<file path="config.mk">
export PLATFORM = sky130hd
export DESIGN_NAME = rep_pixel_scaler
export DESIGN_NICKNAME = d
export VERILOG_FILES = /design/src/rtl/rep_pixel_pkg.sv /design/src/rtl/rep_pixel_addr_gen.sv /design/src/rtl/rep_pixel_scaler.sv
export SDC_FILE = /design/constraint.sdc
export NUM_CORES = 1
export LEC_CHECK = 0
export CELL_PAD_IN_SITES_DETAIL_PLACEMENT = 1
export CELL_PAD_IN_SITES_GLOBAL_PLACEMENT = 2
export CORE_MARGIN = 2
export CORE_UTILIZATION = 39
export CTS_BUF_LIST = sky130_fd_sc_hd__clkbuf_8 sky130_fd_sc_hd__clkbuf_16
export CTS_CLUSTER_SIZE = 25
export DETAILED_ROUTE_END_ITERATION = 10
export GPL_ROUTABILITY_DRIVEN = 0
export PLACE_DENSITY_LB_ADDON = 0.1
export SLEW_MARGIN = 20
export SYNTH_ARGS = -nofsm -noshare
export SYNTH_HDL_FRONTEND = slang
export SYNTH_SLANG_ARGS = --single-unit
</file>
<file path="constraint.sdc">
create_clock -name clk -period 14 [get_ports clk]
set_clock_uncertainty 0.1 [all_clocks]
set_input_delay 2.1 -clock clk [delete_from_list [all_inputs] [get_ports clk]]
set_output_delay 2.1 -clock clk [all_outputs]
set_load 0.05 [all_outputs]
</file>
<file path="src/rtl/rep_pixel_pkg.sv">
`default_nettype none
//==============================================================================
// Module   : rep_pixel_pkg
// Brief    : Shared FSM states, mode encodings and width helpers for the
//            nearest-neighbour pixel scaler.
// Revision : 1.0 - initial release
//==============================================================================
package rep_pixel_pkg;

    typedef enum logic [1:0] {
        IDLE  = 2'd0,
        READ  = 2'd1,
        WRITE = 2'd2,
        DONE  = 2'd3
    } state_t;

    localparam logic MODE_REP = 1'b0;
    localparam logic MODE_DEC = 1'b1;

    localparam int c_max_fator = 4;
    localparam int c_src_w_max = 160;
    localparam int c_src_h_max = 120;

    // Source dimension ports are fixed at 10 bits; destination width needs room for x factor
    localparam int c_dim_w   = 10;
    localparam int c_fator_w = $clog2(c_max_fator + 1);
    localparam int c_dst_w   = c_dim_w + c_fator_w;
    localparam int c_src_pix = c_src_w_max * c_src_h_max;

endpackage
`default_nettype wire

</file>
<file path="src/rtl/rep_pixel_addr_gen.sv">
`default_nettype none
//==============================================================================
// Module   : rep_pixel_addr_gen
// Brief    : Combinational ROM read / RAM write address generator for one
//            scan position (linha, coluna, di, dj) under the latched config.
// Revision : 1.0 - initial release
//==============================================================================
module rep_pixel_addr_gen
    import rep_pixel_pkg::*;
#(
    parameter int FW     = 3,
    parameter int DIM_W  = 10,
    parameter int DST_W  = 13,
    parameter int ROM_AW = 19,
    parameter int RAM_AW = 19
)(
    input  logic [DIM_W-1:0]  linha,
    input  logic [DIM_W-1:0]  coluna,
    input  logic [FW-1:0]     di,
    input  logic [FW-1:0]     dj,
    input  logic [DIM_W-1:0]  largura,
    input  logic [FW-1:0]     fator,
    input  logic [DST_W-1:0]  dst_w,
    input  logic              mode,
    output logic [ROM_AW-1:0] addr_rom_nxt,
    output logic [RAM_AW-1:0] addr_ram_nxt
);

    logic [31:0] w_f;
    logic [31:0] w_src_row;
    logic [31:0] w_src_col;
    logic [31:0] w_dst_row;
    logic [31:0] w_dst_col;
    logic [31:0] w_rom_full;
    logic [31:0] w_ram_full;

    // Replicate: counters walk the source, fan out to F x F destination pixels.
    // Decimate: counters walk the destination, source is sampled at F stride.
    always_comb begin
        w_f       = 32'(fator);
        w_src_row = 32'(linha);
        w_src_col = 32'(coluna);
        w_dst_row = 32'(linha) * w_f + 32'(di);
        w_dst_col = 32'(coluna) * w_f + 32'(dj);
        if (mode == MODE_DEC) begin
            w_src_row = 32'(linha) * w_f;
            w_src_col = 32'(coluna) * w_f;
            w_dst_row = 32'(linha);
            w_dst_col = 32'(coluna);
        end
        w_rom_full = w_src_row * 32'(largura) + w_src_col;
        w_ram_full = w_dst_row * 32'(dst_w) + w_dst_col;
    end

    assign addr_rom_nxt = ROM_AW'(w_rom_full);
    assign addr_ram_nxt = RAM_AW'(w_ram_full);

endmodule
`default_nettype wire

</file>
<file path="src/rtl/rep_pixel_scaler.sv">
`default_nettype none
//==============================================================================
// Module   : rep_pixel_scaler
// Brief    : Runtime-configurable nearest-neighbour scaler, ROM -> VGA frame RAM.
// Config   : REP_PIXEL_DECIM_EN enables decimate (zoom-out) mode.
// Revision : 1.0 - initial release
//==============================================================================
module rep_pixel_scaler
    import rep_pixel_pkg::*;
#(
    parameter int MAX_FATOR = c_max_fator,
    parameter int SRC_W_MAX = c_src_w_max,
    parameter int SRC_H_MAX = c_src_h_max,
    parameter int PIX_W     = 8,
    parameter int ROM_AW    = 19,
    parameter int RAM_AW    = 19,
    parameter int ROM_LAT   = 1
)(
    input  logic                           clk,
    input  logic                           rst,
    input  logic                           start,
    input  logic [$clog2(MAX_FATOR+1)-1:0] fator,
    input  logic                           mode,
    input  logic [c_dim_w-1:0]             largura,
    input  logic [c_dim_w-1:0]             altura,
    input  logic [PIX_W-1:0]               pixel_rom,
    output logic [ROM_AW-1:0]              addr_rom,
    output logic                           ram_we,
    output logic [RAM_AW-1:0]              addr_ram_vga,
    output logic [PIX_W-1:0]               pixel_saida,
    output logic                           busy,
    output logic                           done,
    output logic                           cfg_err
);

    localparam int c_fw    = $clog2(MAX_FATOR + 1);
    localparam int c_dw    = c_dim_w + c_fw;
    localparam int c_lat_w = $clog2(ROM_LAT + 1);

    localparam logic [c_fw-1:0]    c_max_f = c_fw'(MAX_FATOR);
    localparam logic [c_dim_w-1:0] c_w_max = c_dim_w'(SRC_W_MAX);
    localparam logic [c_dim_w-1:0] c_h_max = c_dim_w'(SRC_H_MAX);
    localparam logic [c_lat_w-1:0] c_lat   = c_lat_w'(ROM_LAT);

    state_t              r_state;
    logic [c_dim_w-1:0]  r_linha, r_coluna, r_largura, r_cols, r_rows;
    logic [c_fw-1:0]     r_di, r_dj, r_fator, r_fmax;
    logic [c_dw-1:0]     r_dst_w;
    logic                r_mode;
    logic [c_lat_w-1:0]  r_rd_cnt;

    logic [c_dim_w-1:0]  w_linha_nxt, w_coluna_nxt, w_cols, w_rows;
    logic [c_fw-1:0]     w_di_nxt, w_dj_nxt, w_fmax;
    logic [c_dw-1:0]     w_dst_w;
    logic                w_mode, w_dec_ok, w_fator_ok, w_dims_ok, w_accept;
    logic                w_pix_last, w_scan_last;
    logic [ROM_AW-1:0]   w_rom_nxt;
    logic [RAM_AW-1:0]   w_ram_nxt;

    assign w_fator_ok = (fator != '0) && (fator <= c_max_f);
    assign w_dims_ok  = (largura != '0) && (altura != '0) &&
                        (largura <= c_w_max) && (altura <= c_h_max);
    assign w_accept   = w_fator_ok && w_dims_ok && w_dec_ok;

`ifdef REP_PIXEL_DECIM_EN
    logic [c_dim_w-1:0] w_fx, w_dw, w_dh;
    assign w_fx = c_dim_w'(fator);
    assign w_dw = (w_fx == '0) ? '0 : largura / w_fx;
    assign w_dh = (w_fx == '0) ? '0 : altura / w_fx;
`else
    logic w_unused_mode;
    assign w_unused_mode = mode;
`endif

    // Scan extents and per-pixel fan-out for the run being requested
    always_comb begin
        w_mode   = MODE_REP;
        w_dec_ok = 1'b1;
        w_cols   = largura;
        w_rows   = altura;
        w_fmax   = fator - 1'b1;
        w_dst_w  = c_dw'(largura) * c_dw'(fator);
`ifdef REP_PIXEL_DECIM_EN
        if (mode == MODE_DEC) begin
            w_mode   = MODE_DEC;
            w_dec_ok = (w_fx <= largura) && (w_fx <= altura);
            w_cols   = w_dw;
            w_rows   = w_dh;
            w_fmax   = '0;
            w_dst_w  = c_dw'(w_dw);
        end
`endif
    end

    assign w_pix_last  = (r_di == r_fmax) && (r_dj == r_fmax);
    assign w_scan_last = (r_linha == r_rows - 1'b1) && (r_coluna == r_cols - 1'b1);

    always_comb begin
        w_linha_nxt  = r_linha;
        w_coluna_nxt = r_coluna;
        w_di_nxt     = r_di;
        w_dj_nxt     = r_dj;
        if (r_state == WRITE) begin
            if (!w_pix_last) begin
                if (r_dj == r_fmax) begin
                    w_dj_nxt = '0;
                    w_di_nxt = r_di + 1'b1;
                end else begin
                    w_dj_nxt = r_dj + 1'b1;
                end
            end else if (!w_scan_last) begin
                w_di_nxt = '0;
                w_dj_nxt = '0;
                if (r_coluna == r_cols - 1'b1) begin
                    w_coluna_nxt = '0;
                    w_linha_nxt  = r_linha + 1'b1;
                end else begin
                    w_coluna_nxt = r_coluna + 1'b1;
                end
            end
        end
    end

    rep_pixel_addr_gen #(
        .FW     (c_fw),
        .DIM_W  (c_dim_w),
        .DST_W  (c_dw),
        .ROM_AW (ROM_AW),
        .RAM_AW (RAM_AW)
    ) u_addr_gen (
        .linha        (w_linha_nxt),
        .coluna       (w_coluna_nxt),
        .di           (w_di_nxt),
        .dj           (w_dj_nxt),
        .largura      (r_largura),
        .fator        (r_fator),
        .dst_w        (r_dst_w),
        .mode         (r_mode),
        .addr_rom_nxt (w_rom_nxt),
        .addr_ram_nxt (w_ram_nxt)
    );

    always_ff @(posedge clk) begin
        if (rst) begin
            r_state      <= IDLE;
            r_linha      <= '0;
            r_coluna     <= '0;
            r_di         <= '0;
            r_dj         <= '0;
            r_largura    <= '0;
            r_cols       <= '0;
            r_rows       <= '0;
            r_fator      <= '0;
            r_fmax       <= '0;
            r_dst_w      <= '0;
            r_mode       <= MODE_REP;
            r_rd_cnt     <= '0;
            addr_rom     <= '0;
            addr_ram_vga <= '0;
            pixel_saida  <= '0;
            ram_we       <= 1'b0;
            busy         <= 1'b0;
            done         <= 1'b0;
            cfg_err      <= 1'b0;
        end else begin
            ram_we  <= 1'b0;
            done    <= 1'b0;
            cfg_err <= 1'b0;
            case (r_state)
                IDLE: begin
                    if (start) begin
                        if (w_accept) begin
                            r_largura <= largura;
                            r_fator   <= fator;
                            r_mode    <= w_mode;
                            r_cols    <= w_cols;
                            r_rows    <= w_rows;
                            r_fmax    <= w_fmax;
                            r_dst_w   <= w_dst_w;
                            r_linha   <= '0;
                            r_coluna  <= '0;
                            r_di      <= '0;
                            r_dj      <= '0;
                            r_rd_cnt  <= '0;
                            addr_rom  <= '0;
                            busy      <= 1'b1;
                            r_state   <= READ;
                        end else begin
                            cfg_err <= 1'b1;
                        end
                    end
                end
                READ: begin
                    if (r_rd_cnt == c_lat) begin
                        r_rd_cnt     <= '0;
                        pixel_saida  <= pixel_rom;
                        ram_we       <= 1'b1;
                        addr_ram_vga <= w_ram_nxt;
                        r_state      <= WRITE;
                    end else begin
                        r_rd_cnt <= r_rd_cnt + 1'b1;
                    end
                end
                WRITE: begin
                    r_linha  <= w_linha_nxt;
                    r_coluna <= w_coluna_nxt;
                    r_di     <= w_di_nxt;
                    r_dj     <= w_dj_nxt;
                    if (!w_pix_last) begin
                        ram_we       <= 1'b1;
                        addr_ram_vga <= w_ram_nxt;
                    end else if (w_scan_last) begin
                        busy    <= 1'b0;
                        done    <= 1'b1;
                        r_state <= DONE;
                    end else begin
                        addr_rom <= w_rom_nxt;
                        r_state  <= READ;
                    end
                end
                DONE: begin
                    r_state <= IDLE;
                end
                default: r_state <= IDLE;
            endcase
        end
    end

endmodule
`default_nettype wire
</file>
# Yosys cells after proc, flatten, opt, wreduce, memory -nomap -nowiden
# Index checks and enable logic that the tools add are counted.
[classes] n_lt_le_gt_ge=3 n_addsub=12 n_eq_ne=14 n_bitwise=4 n_mux=52 n_reduce_logical=24 multipliers=5
[op_table] cell="19-bit two-way mux" n=6
[op_table] cell="10-bit two-way mux" n=10
[op_table] cell="19-bit one-hot mux with 2 select lines" n=2
[op_table] cell="10-bit one-hot mux with 2 select lines" n=2
[op_table] cell="10-bit by 3-bit multiplier with 13-bit output" n=3
[op_table] cell="32-bit by 13-bit multiplier with 19-bit output" n=1
[op_table] cell="3-bit two-way mux" n=10
[op_table] cell="13-bit by 3-bit adder with 14-bit output" n=2
[op_table] cell="10-bit by 1-bit adder with 10-bit output (second input constant)" n=2
[op_table] cell="10-bit equality test" n=2
[op_table] cell="10-bit nonzero test" n=2
[op_table] cell="10-bit by 1-bit subtractor with 10-bit output (second input constant)" n=2
[op_table] cell="19-bit by 10-bit adder with 19-bit output" n=1
[op_table] cell="19-bit adder" n=1
[op_table] cell="10-bit by 10-bit multiplier with 19-bit output" n=1
[op_table] cell="2-bit != test (second input constant)" n=7
[op_table] cell="3-bit one-hot mux with 2 select lines" n=2
[op_table] cell="3-bit AND reduction" n=4
[op_table] cell="1-bit two-way mux" n=11
[op_table] cell="10-bit by 7-bit less-or-equal comparator with 1-bit output (second input constant)" n=1
[op_table] cell="10-bit by 8-bit less-or-equal comparator with 1-bit output (second input constant)" n=1
[op_table] cell="2-bit two-way mux" n=5
[op_table] cell="5-bit AND reduction" n=2
[op_table] cell="2-bit one-hot mux with 4 select lines" n=1
[op_table] cell="other kinds (16)" n=33
[totals] in_bits=35 word_cells=132 ff_bits=118 output_inout_bits=50

# Longest topological paths before layout
# Gate-level depths: netlist of run 1.
[logic_depth] depth_word=12 ltp_mapped=48 mapped_depth_nobuf=44

# By module
# Synthesis of run 1 repeated with hierarchy kept, for this count alone.
[hier_totals] cells_unflattened=2237 hier_area_um2=18352.6
[by_module_without_submodules] module="rep_pixel_addr_gen" cells_per_inst=1420 area_per_inst_um2=11677.4 instances=1
[by_module_without_submodules] module="rep_pixel_scaler" cells_per_inst=817 area_per_inst_um2=6675.2 instances=1

# Worst setup path after synthesis of run 1
# No wires, ideal clock.
[synth_timing] path_type="flip-flop to flip-flop" startpoint="reg r_cols[1]" endpoint="reg addr_ram_vga[18]" arrival_time_ps=10413 required_time_ps=13830 path_stages_with_launch=48 setup_time_ps=70 path_slack_ps=3417 cell_sequence="dfxtp_1 > clkbuf_1 > inv_1 > ha_1 > clkbuf_1 > xnor2_1 > a21oi_1 > a21oi_1 > nor4_1 > o21ai_2 > nor3b_4 > buf_6 > buf_4 > nand2_1 > xnor2_1 > buf_2 > nand2_1 > fa_1 > (+12 left out) > fa_1 > inv_1 > fa_1 > inv_1 > fa_1 > inv_1 > fa_1 > ha_1 > xnor2_1 > xnor2_1 > xnor2_1 > xnor2_1 > xnor2_1 > xnor3_1 > xor2_1 > xnor3_1 > xor2_1 > a21oi_1"
[synth_via] elab_chain_len=12 word_cells_on_any_way=26
[synth_rtl] element="start: declaration" line_no="rep_pixel_scaler.sv:46" text="logic [c_dim_w-1:0] r_linha, r_coluna, r_largura, r_cols, r_rows;"
[synth_rtl] element="start signal: assignment" line_no="rep_pixel_scaler.sv:176" text="r_cols <= w_cols;"
[synth_rtl] element="10-bit by 1-bit subtractor with 10-bit output *" line_no="rep_pixel_scaler.sv:96, rep_pixel_scaler.sv:114"
[synth_rtl] element="10-bit equality test *" line_no="rep_pixel_scaler.sv:96, rep_pixel_scaler.sv:114"
[synth_rtl] element="10-bit two-way mux or 1-bit logical AND (tied branches)" line_no="rep_pixel_scaler.sv:114, rep_pixel_scaler.sv:96"
[synth_rtl] element="10-bit two-way mux" line_no="rep_pixel_scaler.sv:111" text="end else if (!w_scan_last) begin"
[synth_rtl] element="10-bit two-way mux" line_no="rep_pixel_scaler.sv:104" text="if (!w_pix_last) begin"
[synth_rtl] element="10-bit two-way mux" line_no="rep_pixel_scaler.sv:103" text="if (r_state == WRITE) begin"
[synth_rtl] element="10-bit by 3-bit multiplier with 13-bit output" line_no="rep_pixel_addr_gen.sv:43" text="w_dst_row = 32'(linha) * w_f + 32'(di);"
[synth_rtl] element="13-bit by 3-bit adder with 14-bit output" line_no="rep_pixel_addr_gen.sv:43"
[synth_rtl] element="32-bit by 13-bit multiplier with 19-bit output" line_no="rep_pixel_addr_gen.sv:52" text="w_ram_full = w_dst_row * 32'(dst_w) + w_dst_col;"
[synth_rtl] element="19-bit adder *" line_no="rep_pixel_addr_gen.sv:52"
[synth_rtl] element="19-bit two-way mux, on equally long branches" line_no="rep_pixel_scaler.sv:209, rep_pixel_scaler.sv:194"
[synth_rtl] element="19-bit one-hot mux with 2 select lines *" line_no="rep_pixel_scaler.sv:169" text="case (r_state)"
[synth_rtl] element="end signal: assignment" line_no="rep_pixel_scaler.sv:198" text="addr_ram_vga <= w_ram_nxt;"
[synth_rtl] element="end signal: assignment" line_no="rep_pixel_scaler.sv:211" text="addr_ram_vga <= w_ram_nxt;"
[synth_rtl] element="end: declaration" line_no="rep_pixel_scaler.sv:29" text="output logic [RAM_AW-1:0] addr_ram_vga,"
# Every way passes the cells marked *; elsewhere a longest branch is shown, timed or not. The select of a mux whose other input is x is not followed.
# A chain may end at the register's enable or synchronous reset.

# Worst setup path in the final report of run 1
[layout_timing] startpoint="reg r_cols[2]" endpoint="reg addr_ram_vga[18]"
# Same word-level chain as after synthesis.

==> impl_results.md, run 1 <==
- Max-slew violations: 0
- Synth Instances: 2027
- Hold path cells: 2
- Seq cells post-synth: 118
- Slowest Stage Delay on Critical Path: 0.64 ns
- Num rows: 75
- Crit. End Element: flop
- Crit-path slowest cell: nor3b_4
- Async SR Flop Fraction: 0%
- Net Sw Frac: 28.75%
- Most frequent cells in the layout: nand2_1, inv_1, fa_1
- TritonCTS Buffers: 17
- Area delta synth->final: 11.83%
- TNS Setup: 0 ns
- Largest net degree at the start of global routing: 65
- Global-route wire length before repair: 77410 um
- CTS clk-pin slew, worst paths: 0.07 ns
- Post-DP Area: 0.01804 sq mm
- Die area: 0.04453 sq mm
- FF-to-FF setup slack: 1.77 ns
- Pwr Density: 51.18 mW/mm^2
- Yosys warns: 0
- Post-synth EDFFs: 0
- GRT Util Overall: 22.24%
- Post-synthesis sequential area ratio: 14.13%
- Psw: 0.2750 mW
- # setup viols final: 0
- Int Pwr: 0.6817 mW
- Final worst-path cycle share: 87.34%
- Max FO, Critical Path: 18
- Syn Std Cell Area: 0.01672 sq mm
- Crit path DAT: 12.48 ns
- Worst EP required: 14.25 ns
- Buffers on Ports: 83
- Reg2Reg Launch Point: r_cols[2]
- H-tree depth: 4
- Min Tclk post-route: 12.23 ns
- Residual DRC count: 0
- Reg-to-reg endpoint: addr_ram_vga[18]
- Clock root buffer: clkbuf_16
- WL per Instance: 18.06 um
- Initial Util: 39.67%
- Post-synth top flop: dfxtp_1
- DRT iter0 DRCs: 472
- Max frequency: 81.78 MHz
- Final instance area: 0.01869 sq mm
- Die Wd: 211.0 um
- Filler cell count: 5039
- Vias in the first global route: 14810
- DRT Wirelength: 47110 um
- Worst r2r path cells: 41
- Maxcap violations: 0
- Worst setup SP type: flop
- Commonest non-fill, non-tap cell in the layout: nand2_1
- Ports: 85
- Synthesized Nets: 2459
- # clock sinks: 118
- GRT overflow: 0
- Peak supply drop: 0.0001455 V
- Routed Antenna Nets: 0
- Leak: 9.090 nW
- Worst skew pair latency: 0.48 ns
- Hold Startpoint: addr_ram_vga[12]
- Syn_area_per_cell: 8.247 sq um
- Die Y: 211.0 um
- CTS resizes: 0
- Netlist cell types: 64
- Final Hold Violating Endpoints: 0
- Status: finished, final reports clean
- Worst slew pin tran: 1.115 ns
- Critical path class: flop to flop
- Comb pwr share: 12.3%
- Hold-fix buffers, CTS: 0
- RSZ-0062 raised after global routing: no
- Clk buf depth: 2
- CTS tree: done
- Layout net count: 2488
- Hold Path Class: flop to flop
- Hold Path End: addr_ram_vga[12]
- Routed via count: 13640
- Flop pwr share: 36.1%
- Clk pwr share: 51.6%
- Vias per inst: 5.229
- Initial antenna violation count: 2
- Slew HR: 25.40%
- Hpwl dp: 37650 um
- Postcts setup bufs: 0
- Drt pass-1 iters: 5
- Core area: 0.04213 sq mm
- Share of cells above drive strength 1: 4.012%
- Crit path top cell by count: fa_1
==> final cells by class <==
type	count	area (sq um)	share of cell area, %
repair buffers	110	1031	5.515
inverters	279	1047	5.602
diodes	1	2.502	0.01339
clock buffers	17	425.4	2.276
flip-flops and latches	118	2362	12.64
multi-input cells	1530	12930	69.19
well taps	539	674.4	3.608
clock inverters	15	217.7	1.165
==> sequential cells by signal (all words and copies together), names as in the netlist <==
name	flops
ram_we	1
r_dst_w	13
r_fmax	3
cfg_err	1
addr_rom	19
r_di	3
r_coluna	10
r_state	2
r_fator	3
r_cols	10
r_rows	10
pixel_saida	8
r_dj	3
r_linha	10
r_rd_cnt	1
busy	1
addr_ram_vga	19
done	1
==> Yosys cell counts, drive strengths merged (4+ instances only) <==
library cell    n  area (sq um)
clkbuf         86         322.8
o21bai         10         75.07
nand2b         25         156.4
a21o           22         165.2
a211oi          9         67.56
ha            181          2265
a31o            4         35.03
and2          115         719.4
inv           279          1047
a31oi           4         25.02
buf            14         82.58
nand3          28         140.1
or3            10         62.56
fa            216          4324
nand4          21         131.4
nand3b          4         30.03
nor2b          21         131.4
nor4            9         56.30
xor2           36         315.3
o21ai          43         219.0
and3           25         156.4
a22oi          30         225.2
o21a            4         30.03
o41ai           4         35.03
mux2i           5         50.05
mux2            4         45.04
a21boi          4         30.03
a21oi         117         589.3
xnor2          74         655.6
nor2           98         367.9
nor3           31         155.2
dfxtp         118          2362
nand2         334          1254
==> power by group through the flow <==
stage	Clock, mW	Sequential, mW	Combinational [mW]
6_report	0.494	0.345	0.118
5_1_grt	0.522	0.346	0.132
4_1_cts	0.511	0.345	0.121
3_5_place_dp	0	0.352	0.120
3_3_place_gp	0	0.352	0.117
2_1_floorplan	0	0.362	0.0625
==> worst max-delay path: cells and delay by family, from the launching register on <==
kind,cells,cell delay (ns)
adders and majority gates,9,4.04
DFF,1,0.57
and+or+nand+nor,8,2.35
buffers and inverters,4,0.20
xor gates and xnor gates,11,3.21
AOI/OAI and AO/OA,9,1.61
==> metrics by stage <==
step	hold WS, ns	utilization, %	total power [mW]	cells	setup WS (ns)
finish	0.3495	44.37	0.9567	2609	1.772
detailed placement	0.3440	42.82	0.4721	2576	1.700
global route	0.3754	44.36	0.9992	2608	0.9671
CTS	0.3519	44.35	0.9769	2608	1.645
floorplan	0.3469	-	0.4250	2027	3.417
global placement	0.3368	42.82	0.4694	2576	1.856
==> worst max path at each step <==
stage / endpoint / slack (ns) / cells past startpoint / start
6_report: addr_ram_vga[18] / 1.77 / 41 / r_cols[2]
3_5_place_dp: addr_ram_vga[18] / 1.70 / 41 / r_cols[0]
5_1_grt: addr_ram_vga[18] / 0.97 / 41 / r_cols[0]
2_1_floorplan: addr_ram_vga[18] / 3.42 / 47 / r_cols[1]
3_3_place_gp: addr_ram_vga[18] / 1.86 / 41 / r_cols[0]
4_1_cts: addr_ram_vga[18] / 1.64 / 43 / r_cols[0]
==> logic make-up after synthesis <==
group                    synth area share [%]
AO/OA/AOI/OAI                           10.23
XOR/XNOR                                6.078
adder cells (fa/ha/maj)                 39.42
buffers and inverters                   8.690
flip-flops                              14.13
multiplexers                           0.5689
AND/OR/NAND/NOR                         20.88
==> per-layer routing <==
metal | track usage [%] | vias up | wire [um]
li1 | - | 6548 | -
met1 | 27.30 | 6924 | 20620
met2 | 39.96 | 116 | 24440
met3 | 3.464 | 54 | 1017
met4 | 6.775 | 0 | 1035
met5 | 0 | - | 0
No activity file was read; power rests on OpenSTA's default activity.
==> run 2: changes to the inputs <==
--- a/config.mk
+++ b/config.mk
@@ -14,6 +14,7 @@
 export DETAILED_ROUTE_END_ITERATION = 10
 export GPL_ROUTABILITY_DRIVEN = 0
 export PLACE_DENSITY_LB_ADDON = 0.1
+export SKIP_LAST_GASP = 1
 export SLEW_MARGIN = 20
 export SYNTH_ARGS = -nofsm -noshare
 export SYNTH_HDL_FRONTEND = slang
==> results of run 2 <==
The final DEF is identical to that of run 1; final timing and power are the same.
